`src/rtl/serial_subtractor.sv`:
```
// Bit-serial WIDTH-bit subtractor (a - b, LSB first) with a start/busy/done handshake.
// Define SERIAL_SUB_OVF_EN to add the signed-overflow output ovf.
module serial_subtractor #(
  parameter int unsigned WIDTH = 8
) (
  input  logic             clk,
  input  logic             rst,
  input  logic             start,
  input  logic [WIDTH-1:0] a,
  input  logic [WIDTH-1:0] b,
  output logic             busy,
  output logic             done,
  output logic [WIDTH-1:0] diff,
  output logic             bout
`ifdef SERIAL_SUB_OVF_EN
  ,
  output logic             ovf
`endif
);

  localparam int unsigned CW = (WIDTH > 1) ? $clog2(WIDTH) : 1;
  localparam logic [CW-1:0] LAST = CW'(WIDTH - 1);

  typedef enum logic [1:0] {
    IDLE = 2'd0,
    RUN  = 2'd1,
    DONE = 2'd2
  } state_t;

  state_t           state;
  logic [WIDTH-1:0] sa;
  logic [WIDTH-1:0] sb;
  logic [WIDTH-2:0] sr;
  logic             borrow;
  logic [CW-1:0]    count;
`ifdef SERIAL_SUB_OVF_EN
  logic             amsb;
  logic             bmsb;
`endif

  logic             abit;
  logic             bbit;
  logic             d;
  logic             borrow_next;
  logic [WIDTH-1:0] res;

  // Single full-subtractor cell; res is the result register with this cycle's bit inserted.
  always_comb begin
    abit        = sa[0];
    bbit        = sb[0];
    d           = abit ^ bbit ^ borrow;
    borrow_next = (~abit & bbit) | (~(abit ^ bbit) & borrow);
    res         = {d, sr};
  end

  always_ff @(posedge clk or posedge rst) begin
    if (rst) begin
      state  <= IDLE;
      busy   <= 1'b0;
      done   <= 1'b0;
      diff   <= '0;
      bout   <= 1'b0;
      sa     <= '0;
      sb     <= '0;
      sr     <= '0;
      borrow <= 1'b0;
      count  <= '0;
`ifdef SERIAL_SUB_OVF_EN
      ovf    <= 1'b0;
      amsb   <= 1'b0;
      bmsb   <= 1'b0;
`endif
    end else begin
      done <= 1'b0;
      case (state)
        IDLE, DONE: begin
          if (start) begin
            sa     <= a;
            sb     <= b;
            borrow <= 1'b0;
            count  <= '0;
            busy   <= 1'b1;
            state  <= RUN;
`ifdef SERIAL_SUB_OVF_EN
            amsb   <= a[WIDTH-1];
            bmsb   <= b[WIDTH-1];
`endif
          end else begin
            state <= IDLE;
          end
        end
        RUN: begin
          sa     <= sa >> 1;
          sb     <= sb >> 1;
          sr     <= res[WIDTH-1:1];
          borrow <= borrow_next;
          count  <= count + CW'(1);
          // Last bit: publish the result; start is ignored throughout RUN.
          if (count == LAST) begin
            state <= DONE;
            busy  <= 1'b0;
            done  <= 1'b1;
            diff  <= res;
            bout  <= borrow_next;
`ifdef SERIAL_SUB_OVF_EN
            ovf   <= (amsb != bmsb) && (d != amsb);
`endif
          end
        end
        default: begin
          state <= IDLE;
          busy  <= 1'b0;
        end
      endcase
    end
  end

endmodule

```
`config.mk`:
```
export PLATFORM = sky130hd
export DESIGN_NAME = serial_subtractor
export DESIGN_NICKNAME = d
export VERILOG_FILES = /design/src/rtl/serial_subtractor.sv
export SDC_FILE = /design/constraint.sdc
export NUM_CORES = 1
export LEC_CHECK = 0
export ABC_AREA = 1
export BUFFER_PORTS_ARGS = -buffer_cell sky130_fd_sc_hd__buf_4
export CAP_MARGIN = 40
export CELL_PAD_IN_SITES_DETAIL_PLACEMENT = 0
export CELL_PAD_IN_SITES_GLOBAL_PLACEMENT = 2
export CORE_ASPECT_RATIO = 0.7
export CORE_MARGIN = 2
export CORE_UTILIZATION = 35
export DETAILED_ROUTE_END_ITERATION = 10
export GPL_TIMING_DRIVEN = 1
export HOLD_SLACK_MARGIN = 0.03
export PLACE_DENSITY_LB_ADDON = 0.1
export REMOVE_ABC_BUFFERS = 1
export SYNTH_ARGS = -nofsm -noshare
export SYNTH_HDL_FRONTEND = slang
export SYNTH_SLANG_ARGS = --single-unit
```
`constraint.sdc`:
```
create_clock -name clk -period 2.3 [get_ports clk]
set_input_delay 0.345 -clock clk [delete_from_list [all_inputs] [get_ports clk]]
set_output_delay 0.345 -clock clk [all_outputs]
set_load 0.01 [all_outputs]
```
==> results of run 1 <==
## worst paths after layout
kind                            cells after the start      end      from
worst min-delay path                                3     done       rst
min in group clk                                    3    sb[7]      b[7]
worst min register to register                      2    sb[1]     sb[1]
max in group asynchronous                           3  diff[1]       rst
worst max register to register                      6    sa[5]  state[1]
worst max-delay path                                6    sa[5]  state[1]
## area by class of cell
class | count | area share (%)
inverters | 44 | 7.41
flip-flops and latches | 40 | 43.6
repair buffers | 31 | 10.1
clock inverters | 3 | 3.92
multi-input cells | 129 | 28.1
clock buffers | 5 | 3.00
well taps | 72 | 3.92
## synth_stat cells
| library cell | instances |
|---|---|
| nand2_2 | 1 |
| fa_1 | 1 |
| or2_1 | 1 |
| nor2_1 | 1 |
| o21ai_1 | 1 |
| a21oi_1 | 1 |
| dfrtp_1 | 40 |
| inv_4 | 2 |
| nand2_1 | 70 |
| inv_1 | 41 |
| o21ai_2 | 8 |
| ha_1 | 2 |
| nand3_1 | 28 |
| o21ai_0 | 11 |
| buf_2 | 5 |
| nand2_4 | 3 |
| nor2_4 | 1 |
| buf_6 | 4 |
| inv_2 | 1 |
## worst register-to-register path, cell delays in order, from the launching register on
cell     delay (ns)
dfrtp_1        0.43
inv_2          0.24
nand2_4        0.27
nand2_4        0.30
inv_4          0.15
nand2_1        0.09
nand2_1        0.05
## cells by family (layout without fill, tap and decap cells)
| logic type | after synthesis | after routing |
|---|---|---|
| buffers and inverters | 53 | 83 |
| DFF | 40 | 40 |
| AOI/OAI and AO/OA | 21 | 21 |
| adders and majority gates | 3 | 3 |
| and+or+nand+nor | 105 | 105 |
## metal layers
layer / global-route usage [%] / vias to the layer above / part of all wire (%) / routed length (um)
met2: 18.0 / 16 / 39 / 1410
li1: - / 732 / - / -
met4: 4.48 / 0 / 0.97 / 35
met3: 4.13 / 5 / 4.2 / 150
met1: 20.4 / 597 / 55 / 1990
met5: 0 / - / 0 / 0
## metrics by stage
step / hold slack (ns) / area, sq um / total power [mW]
after floorplan: 0.442 / 1820 / 2.17
after global placement: 0.461 / 2140 / 2.60
after detailed placement: 0.465 / 2140 / 2.60
after CTS: 0.192 / 2300 / 3.41
after global routing: 0.217 / 2300 / 3.69
final: 0.180 / 2300 / 3.36
## registers in the layout, summed over array words and instances, names as in the netlist
register,count
done,1
sr,7
diff,8
state,2
sb,8
busy,1
borrow,1
sa,8
count,3
bout,1
## power by group through the flow
stage | sequential (mW) | clock (mW) | combinational, mW
3_3_place_gp | 1.23 | 0 | 1.37
5_1_grt | 1.26 | 0.839 | 1.60
6_report | 1.21 | 0.793 | 1.35
2_1_floorplan | 1.26 | 0 | 0.913
4_1_cts | 1.21 | 0.814 | 1.38
3_5_place_dp | 1.22 | 0 | 1.38
==> reports/qor.yml, run 1 <==
run_status:
  status: "completed"
job:
  cap_violations: 0
die:
  dieArea_sq_mm: 0.00600
  io_pins: 30
  rows: 22
  fp.dieW_um: 91.7
  fp.dieH_um: 65.4
  core_sq_mm: 0.00523
  start_util_pct: 36.1
setup_path:
  critical_path_class: "reg2reg"
  end_kind: "flop"
  r2r_slack_ns: 0.67
  cp.required_ns: 2.49
  cp_cell_sequence: "inv_2, nand2_4, nand2_4, inv_4, nand2_1, nand2_1"
  crit_arrival_ns: 1.81
  path_delay_family: "simple AND/OR/NAND/NOR gates"
  cpPeakStageDelay_ns: 0.43
  critPathMaxFanout: 31
  crit_buf_inv: 2
  start_kind: "flop"
  slowest_stage: "dfrtp_1"
grt:
  antenna_found_initial: 0
  grt_pass1_wl_um: 6250
  grt_pass1_vias: 1287
  grt_usage_pct: 13.5
  grt_max_degree: 41
  grt_overflow: 0
clocking:
  tritoncts: "done"
  cts_buffer_depth: 2
  postCtsHoldBufs: 0
  cts_made_buffers: 5
  path_clk_slew_ns: 0.08
  clock-sinks: 40
  cts_setup_buffers: 0
  cts-resized-gates: 0
  cts-root-buf: "clkbuf_8"
  htree_levels: 2
  clock_latency_ns: 0.29
timing:
  fmax_mhz: 615
  rsz0062_at_grt: "no"
  min_period_ns: 1.63
  hold_violations: 0
  slew_headroom_pct: 65.5
  fin_tns_setup_ns: 0
  slew_viol_final: 0
  post-route-period-util_pct: 70.7
  worst_slack_ns: 0.673
  clock_skew_ns: 0.00920
  setup_viol: 0
  tightest_slew_ns: 0.517
synth:
  synth_top_family_by_area: "simple AND/OR/NAND/NOR gates"
  netlist.area_leader.share_pct: 53.1
  synth-xor-area-share_pct: 0
  syn_inst: 222
  yosys.area.top_type: "dfrtp_1"
  netlist_area_sq_mm: 0.00189
  synth_cell_types: 19
  yosys_register_bits: 40
  synth_compound_area_share_pct: 7.17
  synth_simple_gate_area_share_pct: 24.6
  ys_seq_area_share_pct: 53.1
  yosysWarningCount: 0
  synth_mux_area_share_pct: 0
  synthAdderAreaFrac_pct: 2.39
  synthTopCellsByArea: "dfrtp_1 (53%), nand2_1 (14%), inv_1 (8.2%)"
  avgSynthCellArea_sq_um: 8.49
power:
  vdd_ir_drop_max_mv: 0.675
  power.density_mw_per_mm2: 1460
  p_int_mw: 2.10
  swShare_pct: 37.4
  p_sw_mw: 1.26
  clockPowerShare_pct: 23.6
  pwr-share-comb_pct: 40.3
  power_frac_seq_pct: 36.1
  leakagePower_nw: 1.28
routing:
  via_count: 1350
  final_antenna_net_count: 0
  drc: 0
  drtIter0Drc: 49
  routed_wl_um: 3590
  post_drt_wl_per_cell_um: 11.1
  vias_per_cell: 4.17
  dr.pass1.iters: 4
final_layout:
  drive_above_1_share_pct: 21.8
  antenna_cells: 0
  syn2layout_area_growth_pct: 21.8
  multiInputGateArea_sq_um: 644
  seq_area_sq_mm: 0.00100
  fin_cells: 324
  most-common-layout-cells: "nand2_1 (70), inv_1 (41), dfrtp_1 (40)"
  final_common_cell: "nand2_1"
  nFillCells: 545
  fin_util_pct: 43.9
  nNetsFinal: 273
placed_design:
  routabilityCongestion: 0.669
  portBuffers: 29
  placed_cells: 316
  dp_slack_ns: 0.677
  dpl.hpwl_um: 2330
worst_hold_path:
  hold_path_class: "in2async"
Note: power is estimated with default switching activity, not from simulation.
==> run 2: changes to the inputs <==
ABC_AREA = 0   (was 1)
CORE_UTILIZATION = 32   (was 35)
clock period = 1.47 ns   (was 2.3 ns; I/O delays follow)
==> run 2 against run 1 <==
Net effect: non-clock buffer count is 15 higher; power is 41% higher; sequential share of layout area stayed put; sequential power up 64%; cell area is the same; register-to-register slack got worse by 0.63 ns; worst setup slack got worse by 0.63 ns; critical path type unchanged; highest routed layer unchanged; fmax rose by 14%; largest cell class unchanged; clock skew is 0.0041 ns lower; clock-buffer cell count is 1 higher; synthesized cell count down 27%.
==> reports/qor.yml, run 2 <==
timing:
  fin_tns_setup_ns: 0  # unchanged
  min_period_ns: 1.43  # -0.200 ns
  hold_violations: 0  # unchanged
  slew_viol_final: 0  # unchanged
  fmax_mhz: 701  # +14%
  hold_slack_ns: 0.164  # -0.0160 ns
  worst_slack_ns: 0.0429  # -0.630 ns
  tightest_slew_ns: 0.349  # -0.168 ns
  slew_headroom_pct: 76.7  # +11 points
  rsz0062_at_grt: "yes"
  setup_viol: 0  # unchanged
  clock_skew_ns: 0.00508  # -0.00412 ns
  post-route-period-util_pct: 97.1  # +26 points
final_layout:
  final_common_cell: "buf_4"
  fin_util_pct: 43.2  # -0.68 points
  most-common-layout-cells: "buf_4 (42), dfrtp_1 (40), nand2_1 (26)"
  largestRegisters: "diff (8), sa (8), sb (8)"
  drive_above_1_share_pct: 31.7  # +9.9 points
  syn2layout_area_growth_pct: 28.1
  antenna_cells: 0  # unchanged
  fin_cells: 277  # -15%
  nNetsFinal: 226  # -17%
grt:
  grt_overflow: 0  # unchanged
  grt_usage_pct: 14.3  # +0.77 points
  antenna_found_initial: 0  # unchanged
  grt_pass1_wl_um: 6720  # +7.5%
  grt_max_degree: 41  # unchanged
  grt_pass1_vias: 1396  # +8.5%
run_status:
  status: "completed"
routing:
  via_count: 1306  # -3.3%
  post_drt_wl_per_cell_um: 13.8  # +25%
  dr.pass1.iters: 4  # unchanged
  drc: 0  # unchanged
  drtIter0Drc: 28  # -43%
  vias_per_cell: 4.71  # +13%
  final_antenna_net_count: 0  # unchanged
  routed_wl_um: 3830  # +6.7%
die:
  core_sq_mm: 0.00531  # +1.6%
  io_pins: 30  # unchanged
  start_util_pct: 33.7  # -2.3 points
  rows: 22  # unchanged
  dieArea_sq_mm: 0.00623  # +3.8%
  fp.dieH_um: 66.6  # +1.9%
  fp.dieW_um: 93.5  # +1.9%
power:
  power_frac_seq_pct: 41.8  # +5.7 points
  pwr-share-comb_pct: 42.0  # +1.7 points
  p_sw_mw: 1.68  # +34%
  power.density_mw_per_mm2: 2060  # +41%
  p_int_mw: 3.06  # +45%
  clockPowerShare_pct: 16.1  # -7.5 points
  swShare_pct: 35.5  # -1.8 points
  leakagePower_nw: 1.10  # -14%
  vdd_ir_drop_max_mv: 0.670  # -0.72%
synth:
  synth_cell_types: 27  # +8
  synth_common_cells: "dfrtp_1 (40), nand2_1 (26), nor2_1 (10), nor2b_1 (9)"
  syn_inst: 162  # -27%
  yosys_register_bits: 40  # unchanged
  yosysWarningCount: 0  # unchanged
  avgSynthCellArea_sq_um: 11.1  # +30%
  ys_seq_area_share_pct: 55.8  # +2.7 points
  async_flop_share_pct: 100  # unchanged
  netlist.area_leader.share_pct: 55.8  # +2.7 points
  synth.most_common_cell: "dfrtp_1"
  ys.flop_type: "dfrtp_1"
  synthTopCellsByArea: "dfrtp_1 (56%), nand2_1 (5.4%), mux2_4 (5.0%)"
  synth_edf_count: 0  # unchanged
  yosys.area.top_type: "dfrtp_1"
  netlist_area_sq_mm: 0.00179  # -4.9%
setup_path:
  start_kind: "flop"
  crit_arrival_ns: 1.60  # -0.21 ns
  path_delay_family: "flip-flops"
  slowest_stage: "dfrtp_1"
  crit_buf_inv: 1  # -1
  cp.required_ns: 1.65  # -0.84 ns
  critical_path_class: "reg2reg"
  cpPeakStageDelay_ns: 0.39  # -0.04 ns
  critPathMaxFanout: 5  # -84%
  end_kind: "flop"
  cp_cell_sequence: "ha_2, ha_4, nand3b_1, buf_6, mux2_4"
clocking:
  clock-sinks: 40  # unchanged
  cts_buffer_depth: 2  # unchanged
  cts-root-buf: "clkbuf_8"
  clock_latency_ns: 0.29  # about the same
  path_clk_slew_ns: 0.08  # about the same
  cts_made_buffers: 5  # unchanged
  htree_levels: 2  # unchanged
  tritoncts: "done"
job:
  cap_violations: 0  # unchanged
placed_design:
  portBuffers: 29  # unchanged
  dp_slack_ns: -0.0626  # -0.739 ns
  dpl.hpwl_um: 2580  # +11%
  routabilityCongestion: 0.729  # +9.0%
  placed_cells: 264  # -16%
worst_hold_path:
  hold_path_class: "in2reg"
[run 2: final cells by class]
| cell class | instances | area [sq um] |
|---|---|---|
| Clock buffer | 6 | 82.6 |
| Clock inverter | 2 | 10.0 |
| Fill cell | 539 | 3020 |
| Inverter | 5 | 18.8 |
| Multi-Input combinational cell | 106 | 727 |
| Sequential cell | 40 | 1000 |
| Tap cell | 72 | 90.1 |
| Timing Repair Buffer | 46 | 368 |
[run 2: worst paths after layout]
path	startpoint	to	slack, ns	cells past startpoint
worst min-delay path	a[7]	sa[7]	0.16	2
worst max register to register	count[1]	diff[5]	0.04	5
worst max-delay path	count[1]	diff[5]	0.04	5
min in group asynchronous	rst	sb[0]	0.54	4
worst min register to register	bout	bout	0.49	2
max in group asynchronous	rst	diff[7]	0.73	4
[run 2: kinds of logic (layout without fill, tap and decap cells)]
kind of cell,after synthesis,in the layout,synth area share [%]
xor gates and xnor gates,1,1,0.489
adders and majority gates,3,3,2.51
and+or+nand+nor,57,57,14.7
buffers and inverters,16,59,5.02
AOI/OAI and AO/OA,29,29,10.6
DFF,40,40,55.8
muxes,16,16,10.8
[run 2: repair_timing]
| item | 4_1_cts | 5_1_grt |
|---|---|---|
| endpoints found under the hold margin | 40 | 0 |
| hold buffers | 1 | 0 |
| buffers inserted | 4 | 1 |
| setup endpoints to repair | 8 | 19 |
| resized for setup | 6 | 3 |
| pin swaps | 1 | 0 |
| gates cloned | 1 | 0 |
[run 2: power by group through the flow]
stage | clock (mW) | sequential, mW | combinational, mW
after floorplan | 0 | 2.01 | 1.12
after global placement | 0 | 1.97 | 1.87
after detailed placement | 0 | 2.00 | 1.95
after CTS | 0.790 | 1.99 | 2.05
final | 0.764 | 1.98 | 1.99
after global routing | 0.849 | 2.06 | 2.26
[run 2: through the flow]
stage	instance area [sq um]	power, mW
6_report	2300	4.74
3_3_place_gp	2140	3.84
4_1_cts	2330	4.83
2_1_floorplan	1720	3.13
3_5_place_dp	2140	3.95
5_1_grt	2300	5.17
[run 2: per-layer routing]
metal	vias up	global-route usage (%)	routed length [um]
met3	5	3.51	137
li1	637	-	-
met5	-	0	0
met1	639	20.0	1930
met4	0	4.96	51
met2	25	21.5	1710
[run 2: worst register-to-register path, delay by kind of cell (launching register included)]
family	cells	cell delay, ns
multiplexers	1	0.30
buffers and inverters	1	0.16
AND/OR/NAND/NOR	1	0.12
flip-flops	1	0.39
adder cells (fa/ha/maj)	2	0.36
